<file path="src/rtl/lut_pkg.sv">
// -----------------------------------------------------------------------------
// lut_pkg
// Shared types and constants for the instruction-LUT runtime loader.
//   lut_wr_state_t : loader FSM state encoding
//   BYTE_W         : width of one stream byte
//   DEF_ADDR_W     : default table address width
//   DEF_DATA_W     : default table entry width
// Optional feature macro: LUT_WRITER_CHECKSUM_EN (adds the CHECK state).
// -----------------------------------------------------------------------------
package lut_pkg;

   localparam int BYTE_W     = 8;
   localparam int DEF_ADDR_W = 8;
   localparam int DEF_DATA_W = 16;

   typedef enum logic [2:0] {
      ST_IDLE  = 3'd0,
      ST_RECV  = 3'd1,
      ST_WRITE = 3'd2,
`ifdef LUT_WRITER_CHECKSUM_EN
      ST_CHECK = 3'd3,
`endif
      ST_DONE  = 3'd4
   } lut_wr_state_t;

endpackage

</file>
<file path="src/rtl/lut_ram.sv">
// -----------------------------------------------------------------------------
// lut_ram
// Table storage for the instruction LUT: 2**ADDR_W entries of DATA_W bits,
// one synchronous write port and one asynchronous (combinational) read port.
// Ports:
//   clk   in  write clock
//   we    in  write enable
//   waddr in  write address
//   wdata in  write data
//   raddr in  read address
//   rdata out table[raddr], zero latency
// -----------------------------------------------------------------------------
module lut_ram
   import lut_pkg::*;
#(
   parameter int ADDR_W = DEF_ADDR_W,
   parameter int DATA_W = DEF_DATA_W
) (
   input  logic              clk,
   input  logic              we,
   input  logic [ADDR_W-1:0] waddr,
   input  logic [DATA_W-1:0] wdata,
   input  logic [ADDR_W-1:0] raddr,
   output logic [DATA_W-1:0] rdata
);

   logic [DATA_W-1:0] mem [2**ADDR_W];

   // NOTE: the array has no reset branch on purpose: programmed entries must
   // survive rst_n, and a resettable array cannot map onto a RAM macro.
   always_ff @(posedge clk) begin
      if (we) begin
         mem[waddr] <= wdata;
      end
   end

   // A read of the address being written returns the old value until the edge.
   assign rdata = mem[raddr];

endmodule

</file>
<file path="src/rtl/lut_writer.sv">
// -----------------------------------------------------------------------------
// lut_writer
// Runtime loader for the instruction LUT. Accepts a byte stream over a
// valid/ready handshake, assembles little-endian entries and writes them into
// the table held by lut_ram. The combinational read port stays available to
// the PC-driven lookup in every state.
// Ports:
//   clk, rst_n           clock, asynchronous active-low reset
//   load_start           start a session (sampled only in IDLE)
//   load_base/load_count first address / entry count, captured with load_start
//   byte_valid/byte_data stream input
//   byte_ready           byte accepted this cycle when valid
//   busy                 session active
//   done                 one-cycle end-of-session pulse
//   err                  sticky error, cleared by the next accepted start
//   lut_addr/lut_out     combinational table read
// Optional feature macro: LUT_WRITER_CHECKSUM_EN -- after the last entry a
// DATA_W checksum (XOR of all written entries) is received and compared.
// -----------------------------------------------------------------------------
module lut_writer
   import lut_pkg::*;
#(
   parameter int ADDR_W = DEF_ADDR_W,
   parameter int DATA_W = DEF_DATA_W
) (
   input  logic              clk,
   input  logic              rst_n,
   input  logic              load_start,
   input  logic [ADDR_W-1:0] load_base,
   input  logic [ADDR_W:0]   load_count,
   input  logic              byte_valid,
   input  logic [BYTE_W-1:0] byte_data,
   output logic              byte_ready,
   output logic              busy,
   output logic              done,
   output logic              err,
   input  logic [ADDR_W-1:0] lut_addr,
   output logic [DATA_W-1:0] lut_out
);

   localparam int               BYTES      = DATA_W / BYTE_W;
   localparam int               IDX_W      = (BYTES > 1) ? $clog2(BYTES) : 1;
   localparam logic [IDX_W-1:0] LAST_IDX   = IDX_W'(BYTES - 1);
   localparam logic [ADDR_W:0]  FULL_COUNT = {1'b1, {ADDR_W{1'b0}}};
   localparam logic [ADDR_W:0]  ONE_LEFT   = {{ADDR_W{1'b0}}, 1'b1};

   lut_wr_state_t     state;
   logic [ADDR_W-1:0] addr;
   logic [ADDR_W:0]   remaining;
   logic [IDX_W-1:0]  byte_idx;
   logic [DATA_W-1:0] entry;
   logic [DATA_W-1:0] merged;
   logic              xfer;
   logic              last_byte;
   logic              wr_en;
`ifdef LUT_WRITER_CHECKSUM_EN
   logic [DATA_W-1:0] csum;
`endif

   assign xfer      = byte_valid && byte_ready;
   assign last_byte = (byte_idx == LAST_IDX);
   assign wr_en     = (state == ST_WRITE);

   // Entry value including the byte on the bus; stored in RECV, compared in CHECK.
   // NOTE: default assignment first so every path assigns merged and no latch is inferred.
   always_comb begin
      merged = entry;
      merged[byte_idx*BYTE_W +: BYTE_W] = byte_data;
   end

   // Outputs are registered: each transition also sets the outputs of the
   // state it enters, so byte_ready/busy/done never glitch.
   // NOTE: all state here uses <= so every register samples pre-edge values.
   always_ff @(posedge clk or negedge rst_n) begin
      if (!rst_n) begin
         state      <= ST_IDLE;
         addr       <= '0;
         remaining  <= '0;
         byte_idx   <= '0;
         entry      <= '0;
         byte_ready <= 1'b0;
         busy       <= 1'b0;
         done       <= 1'b0;
         err        <= 1'b0;
`ifdef LUT_WRITER_CHECKSUM_EN
         csum       <= '0;
`endif
      end else begin
         case (state)
            ST_IDLE: begin
               if (load_start) begin
                  busy     <= 1'b1;
                  byte_idx <= '0;
                  if (load_count > FULL_COUNT) begin
                     err   <= 1'b1;
                     done  <= 1'b1;
                     state <= ST_DONE;
                  end else if (load_count == '0) begin
                     err <= 1'b0;
`ifdef LUT_WRITER_CHECKSUM_EN
                     csum       <= '0;
                     byte_ready <= 1'b1;
                     state      <= ST_CHECK;
`else
                     done  <= 1'b1;
                     state <= ST_DONE;
`endif
                  end else begin
                     addr       <= load_base;
                     remaining  <= load_count;
                     err        <= 1'b0;
                     byte_ready <= 1'b1;
                     state      <= ST_RECV;
`ifdef LUT_WRITER_CHECKSUM_EN
                     csum       <= '0;
`endif
                  end
               end
            end

            ST_RECV: begin
               if (xfer) begin
                  entry <= merged;
                  if (last_byte) begin
                     byte_idx   <= '0;
                     byte_ready <= 1'b0;
                     state      <= ST_WRITE;
                  end else begin
                     byte_idx <= byte_idx + 1'b1;
                  end
               end
            end

            // lut_ram commits entry at addr on the edge that leaves this state.
            ST_WRITE: begin
               addr      <= addr + 1'b1;
               remaining <= remaining - 1'b1;
`ifdef LUT_WRITER_CHECKSUM_EN
               csum      <= csum ^ entry;
`endif
               byte_ready <= 1'b1;
               if (remaining == ONE_LEFT) begin
`ifdef LUT_WRITER_CHECKSUM_EN
                  state <= ST_CHECK;
`else
                  byte_ready <= 1'b0;
                  done       <= 1'b1;
                  state      <= ST_DONE;
`endif
               end else begin
                  state <= ST_RECV;
               end
            end

`ifdef LUT_WRITER_CHECKSUM_EN
            ST_CHECK: begin
               if (xfer) begin
                  if (last_byte) begin
                     byte_idx   <= '0;
                     byte_ready <= 1'b0;
                     done       <= 1'b1;
                     state      <= ST_DONE;
                     if (merged != csum) begin
                        err <= 1'b1;
                     end
                  end else begin
                     entry    <= merged;
                     byte_idx <= byte_idx + 1'b1;
                  end
               end
            end
`endif

            ST_DONE: begin
               done  <= 1'b0;
               busy  <= 1'b0;
               state <= ST_IDLE;
            end

            default: begin
               byte_ready <= 1'b0;
               busy       <= 1'b0;
               done       <= 1'b0;
               state      <= ST_IDLE;
            end
         endcase
      end
   end

   lut_ram #(
      .ADDR_W (ADDR_W),
      .DATA_W (DATA_W)
   ) u_ram (
      .clk   (clk),
      .we    (wr_en),
      .waddr (addr),
      .wdata (entry),
      .raddr (lut_addr),
      .rdata (lut_out)
   );

endmodule

</file>
<file path="config.mk">
export PLATFORM = sky130hd
export DESIGN_NAME = lut_writer
export DESIGN_NICKNAME = d
export VERILOG_FILES = /design/src/rtl/lut_pkg.sv /design/src/rtl/lut_ram.sv /design/src/rtl/lut_writer.sv
export SDC_FILE = /design/constraint.sdc
export NUM_CORES = 2
export LEC_CHECK = 0
export BUFFER_PORTS_ARGS = -buffer_cell sky130_fd_sc_hd__buf_2
export CAP_MARGIN = 20
export CORE_AREA = 10 10 434 647
export DETAILED_ROUTE_END_ITERATION = 16
export DIE_AREA = 0 0 444 657
export PLACE_DENSITY = 0.76
export SLEW_MARGIN = 40
export SYNTH_ARGS = -nofsm -noshare
export SYNTH_HDL_FRONTEND = slang
export SYNTH_SLANG_ARGS = --single-unit
</file>
<file path="constraint.sdc">
create_clock -name clk -period 7.1 [get_ports clk]
set_clock_uncertainty 0.1 [all_clocks]
set_input_delay 1.42 -clock clk [delete_from_list [all_inputs] [get_ports clk]]
set_output_delay 1.42 -clock clk [all_outputs]
set_load 0.005 [all_outputs]
</file>
==> flow_results.org <==
** Cells and area
- Compared with the post-synthesis result, the final layout area differs by 11.9%.
- In the final layout, the share of cells above drive strength 1 is around a quarter.
- Number of nets in the final layout :: just over 8000
- Final std cells w/o fill :: 12000

** Job
- The tool flagged a number of max-cap violations equal to 0.

** Clocking
- After clock tree synthesis, the repair step resized 0 gates.
- Total clock buffers created by CTS :: 360
- Clock insertion delay at the later pin of the skew report :: 0.90 ns
- Root Buffer Master :: clkbuf_16
- CTS Hold Bufs :: 0
- After clock tree synthesis, the setup repair step added 0 buffers.
- No sink is reached through more buffers than the 4 on the longest clock path.
- Num Clock Sinks :: 4137
- Number of H-tree levels :: 5
- CTS tree :: built
- Clock-pin slew was measured on the worst setup and hold paths at 0.07 ns.

** Timing
- Fin Setup TNS :: 0 ns
- Once routing completed, OpenROAD measured the worst setup slack at 0.118 ns.
- For this run, the top clock speed supported by timing is 143 MHz.
- Setup repair after global routing left no endpoint under its margin.
- Min Clock Period, post-route :: 6.98 ns
- Final setup violation count :: 0
- Share of the cycle needed by the critical path after routing :: 98.3%
- Count of pins over their slew limit :: 0
- Headroom to the max-slew limit :: 34.0%
- Count of endpoints failing hold in the final timing report :: 0
- For the pin with the worst max-slew slack, the measured transition is a little under 1 ns.

** Global routing
- Gr usage total :: 29.7%
- Entering global routing, the biggest net connects 187 pins.
- Number of antenna violations at the first check in global routing :: 23
- First-pass GRT wire length :: 622000 um
- The number of global-route vias before repair is around 84000.
- Global route total overflow :: 0

** Synthesis
- Counting every net in the synthesized netlist gives 7637.
- Of all flip-flops after synthesis, the portion carrying an async set or reset was less than 1%.
- The Yosys step of the flow raised 0 warnings.
- Count of flip-flops with a built-in enable after synthesis :: 4096
- For this run, the leading register cell type out of synthesis is edfxtp_1.
- Share of synthesized area occupied by flip-flops and latches :: 77.2%
- A synthesized cell averages 21.2 um^2.
- In this run, distinct cell masters in the synthesized netlist total 69.
- Counting flops and latches in the post-synthesis netlist gives 4137.
- The mapped netlist covers 0.161 mm^2.
- Gate count of the mapped netlist :: 7592

** Die
- The die covers 0.292 mm^2.
- Initial core utilization :: 59.8%
- During I/O placement, the number of pins put on the boundary was 57.
- Count of standard-cell rows :: 233
- The floorplan step defined a core boundary enclosing 0.268 mm^2.
- Die height :: between 600 and 700 um
- Die Wd :: 444 um

** Worst setup path
- At the worst endpoint, the required time is 5.58 ns.
- Of all nets on the critical path, the largest fanout is 36.
- In this run the number of cells on the critical path is 11.
- Number of buffer and inverter stages on the critical path :: 5
- Slowest Stage Delay on Critical Path :: 0.72 ns
- The slowest stage of the critical path belongs to the cell nor3_1.
- FF-to-FF path depth :: 6
- The worst setup path is launched from an input pin.
- In this design, the largest share of critical-path delay is due to buffers and inverters.
- Most common cell on crit path :: buf_4
- The worst setup path is captured at an output port.
- For the worst setup path, the data arrival time is 5.46 ns.
- Worst setup path category :: input pin to output port
- Walking the worst path, the cells encountered are buf_12 > buf_4 > buf_4 > mux2i_1 > o221ai_1 > o22ai_1 > nor3_1 > nor4_1 > buf_4 > nor4_2 > buf_2.

** Power
- For this design the total switching power over the nets is 0.0145 W.
- Internal power comes to 0.0426 W.
- In this run the static leakage power is 57.9 nW.
- Power spread over the standard cell area amounts to between 300 and 400 mW/mm^2.
- Combinational share of power :: 11.0%
- IR analysis of the VDD net gives a maximum drop of between 0.5 and 0.6 mV.
- Portion of total power attributed to the clock network :: 34.3%
- Registers are responsible for between 50% and 60% of the overall power.
- Switching power as a share of total power :: 25.4%
- Total power for the finished layout comes to 0.0570 W.

** Route
- Routed Wire Length :: around 440000 um
- For this block, the via count after detailed routing is about 84000.
- Number of design rule violations left after detail routing :: 0
- Once detail routing completed, the nets flagged for antenna violations numbered 0.
- Dividing the detail-routed wire length by the instance count gives 36.8 um.
- Count of routing violations after the opening detailed-route iteration :: 12500
- Via count normalized by instance count :: 7.05
- First-pass DRT Iterations :: 8

** Place
- OpenSTA, run right after detailed placement, puts the worst setup slack at around 0.36 ns.
- Including well taps, the total number of placed cells is 11300.
- The congestion estimate from routability-driven global placement came to 0.944.
- HPWL after detailed placement :: between 200000 and 300000 um
- Count of input and output buffers :: 56

** Outcome
- The flow ran to the end, and the final reports show no timing, DRC or antenna violations.

** Min path
- In this run the worst hold path is classified as input pin to async pin.
==> worst paths after layout <==
check	start	to	slack, ns
hold reg to reg	remaining[3]$_DFFE_PN0P_	remaining[3]$_DFFE_PN0P_	0.42
hold / removal	rst_n	byte_idx$_DFFE_PN0P_	0.41
setup / recovery	lut_addr[0]	lut_out[2]	0.12
max in group asynchronous	rst_n	entry[3]$_DFFE_PN0P_	6.06
setup reg to reg	addr[3]$_DFFE_PN0P_	u_ram.mem[74][2]$_DFFE_PP_	3.40
min in group clk	remaining[3]$_DFFE_PN0P_	remaining[3]$_DFFE_PN0P_	0.42
==> synthesized netlist by cell type (11+ instances only) <==
cell	instances	area [um^2]
o21ai_0	62	310
a22oi_1	11	82.6
mux4_2	793	17900
clkbuf_1	194	728
a22o_1	27	236
mux2i_1	633	6340
a211oi_1	16	120
dfrtp_1	41	1030
a21oi_1	162	811
buf_12	24	480
buf_6	59	664
nand3_1	37	185
buf_4	35	263
a2111oi_0	12	105
nor2_1	318	1190
nor3_1	97	485
buf_2	95	475
nor4_1	70	438
nand2_1	159	597
edfxtp_1	4096	123000
o221ai_1	262	2290
buf_1	31	116
o22ai_1	166	1040
buf_8	17	255
nand4_1	21	131
mux2_2	12	135
==> cell type report <==
type	instances	area [um^2]
Clock buffer	423	9450
Clock inverter	230	2140
Antenna cell	11	27.5
Fill cell	15900	88800
Timing Repair Buffer	638	5530
Multi-Input combinational cell	2986	34000
Inverter	13	61.3
Sequential cell	4137	124000
Tap cell	3525	4410
==> worst reg2reg max path: stages (launching register included) <==
cell,delay [ns]
dfrtp_1,0.49
inv_1,0.09
nor2_1,0.67
nand3_4,0.62
buf_4,0.45
nor2_1,0.65
buf_4,0.32
==> flip-flops by register name, indices dropped and copies added, names as in the netlist <==
signal and flops:
u_ram.mem 4096, entry 16, remaining 9, addr 8
state 3, busy 1, byte_idx 1, byte_ready 1
done 1, err 1
==> per-layer routing <==
metal	GRT usage, %	part of all wire [%]	vias to the layer above
met2	49.0	50	6314
met4	20.2	8.3	18
met1	35.5	32	43500
met3	5.96	10	1353
li1	-	-	33100
met5	0	0.029	-
==> placed cells by master (no fill, tap or decap), types with 34 or more instances in the layout <==
cell type / Yosys / layout
buf_4: 35 / 513
clkbuf_16: 0 / 369
o22ai_1: 166 / 166
nor4_1: 70 / 53
clkinv_1: 2 / 57
a21oi_1: 162 / 156
o21ai_0: 62 / 61
o221ai_1: 262 / 262
mux4_2: 793 / 793
nand2_1: 159 / 156
clkbuf_1: 194 / 53
bufinv_16: 0 / 34
buf_2: 95 / 50
clkinv_2: 0 / 81
edfxtp_1: 4096 / 4096
mux2i_1: 633 / 633
nor2_1: 318 / 281
buf_12: 24 / 55
nor3_1: 97 / 96
==> logic make-up (layout without fill, tap and decap cells) <==
family | count (synthesis) | after routing | synth area share (%)
DFF | 4137 | 4137 | 77.2
muxes | 1448 | 1448 | 15.3
and+or+nand+nor | 767 | 767 | 2.17
AOI/OAI and AO/OA | 762 | 762 | 3.36
buffers and inverters | 469 | 1304 | 1.89
adders and majority gates | 8 | 8 | 0.0623
xor gates and xnor gates | 1 | 1 | 0.00545
other | 0 | 11 | 0
==> power groups by stage <==
stage	clock network, W	registers (W)	logic [W]
floorplan	0	0.0334	0.00170
global placement	0	0.0319	0.00537
detailed placement	0	0.0319	0.00596
CTS	0.0196	0.0313	0.00598
global route	0.0206	0.0313	0.00656
finish	0.0195	0.0312	0.00627
==> stage by stage <==
stage	util, %	area (um^2)	hold WS [ns]
floorplan	-	161000	0.363
global placement	62.4	167000	0.382
detailed placement	62.5	168000	0.403
CTS	66.8	179000	0.382
global route	66.9	180000	0.420
finish	66.9	180000	0.409
Power figures use the tool's default switching activity.
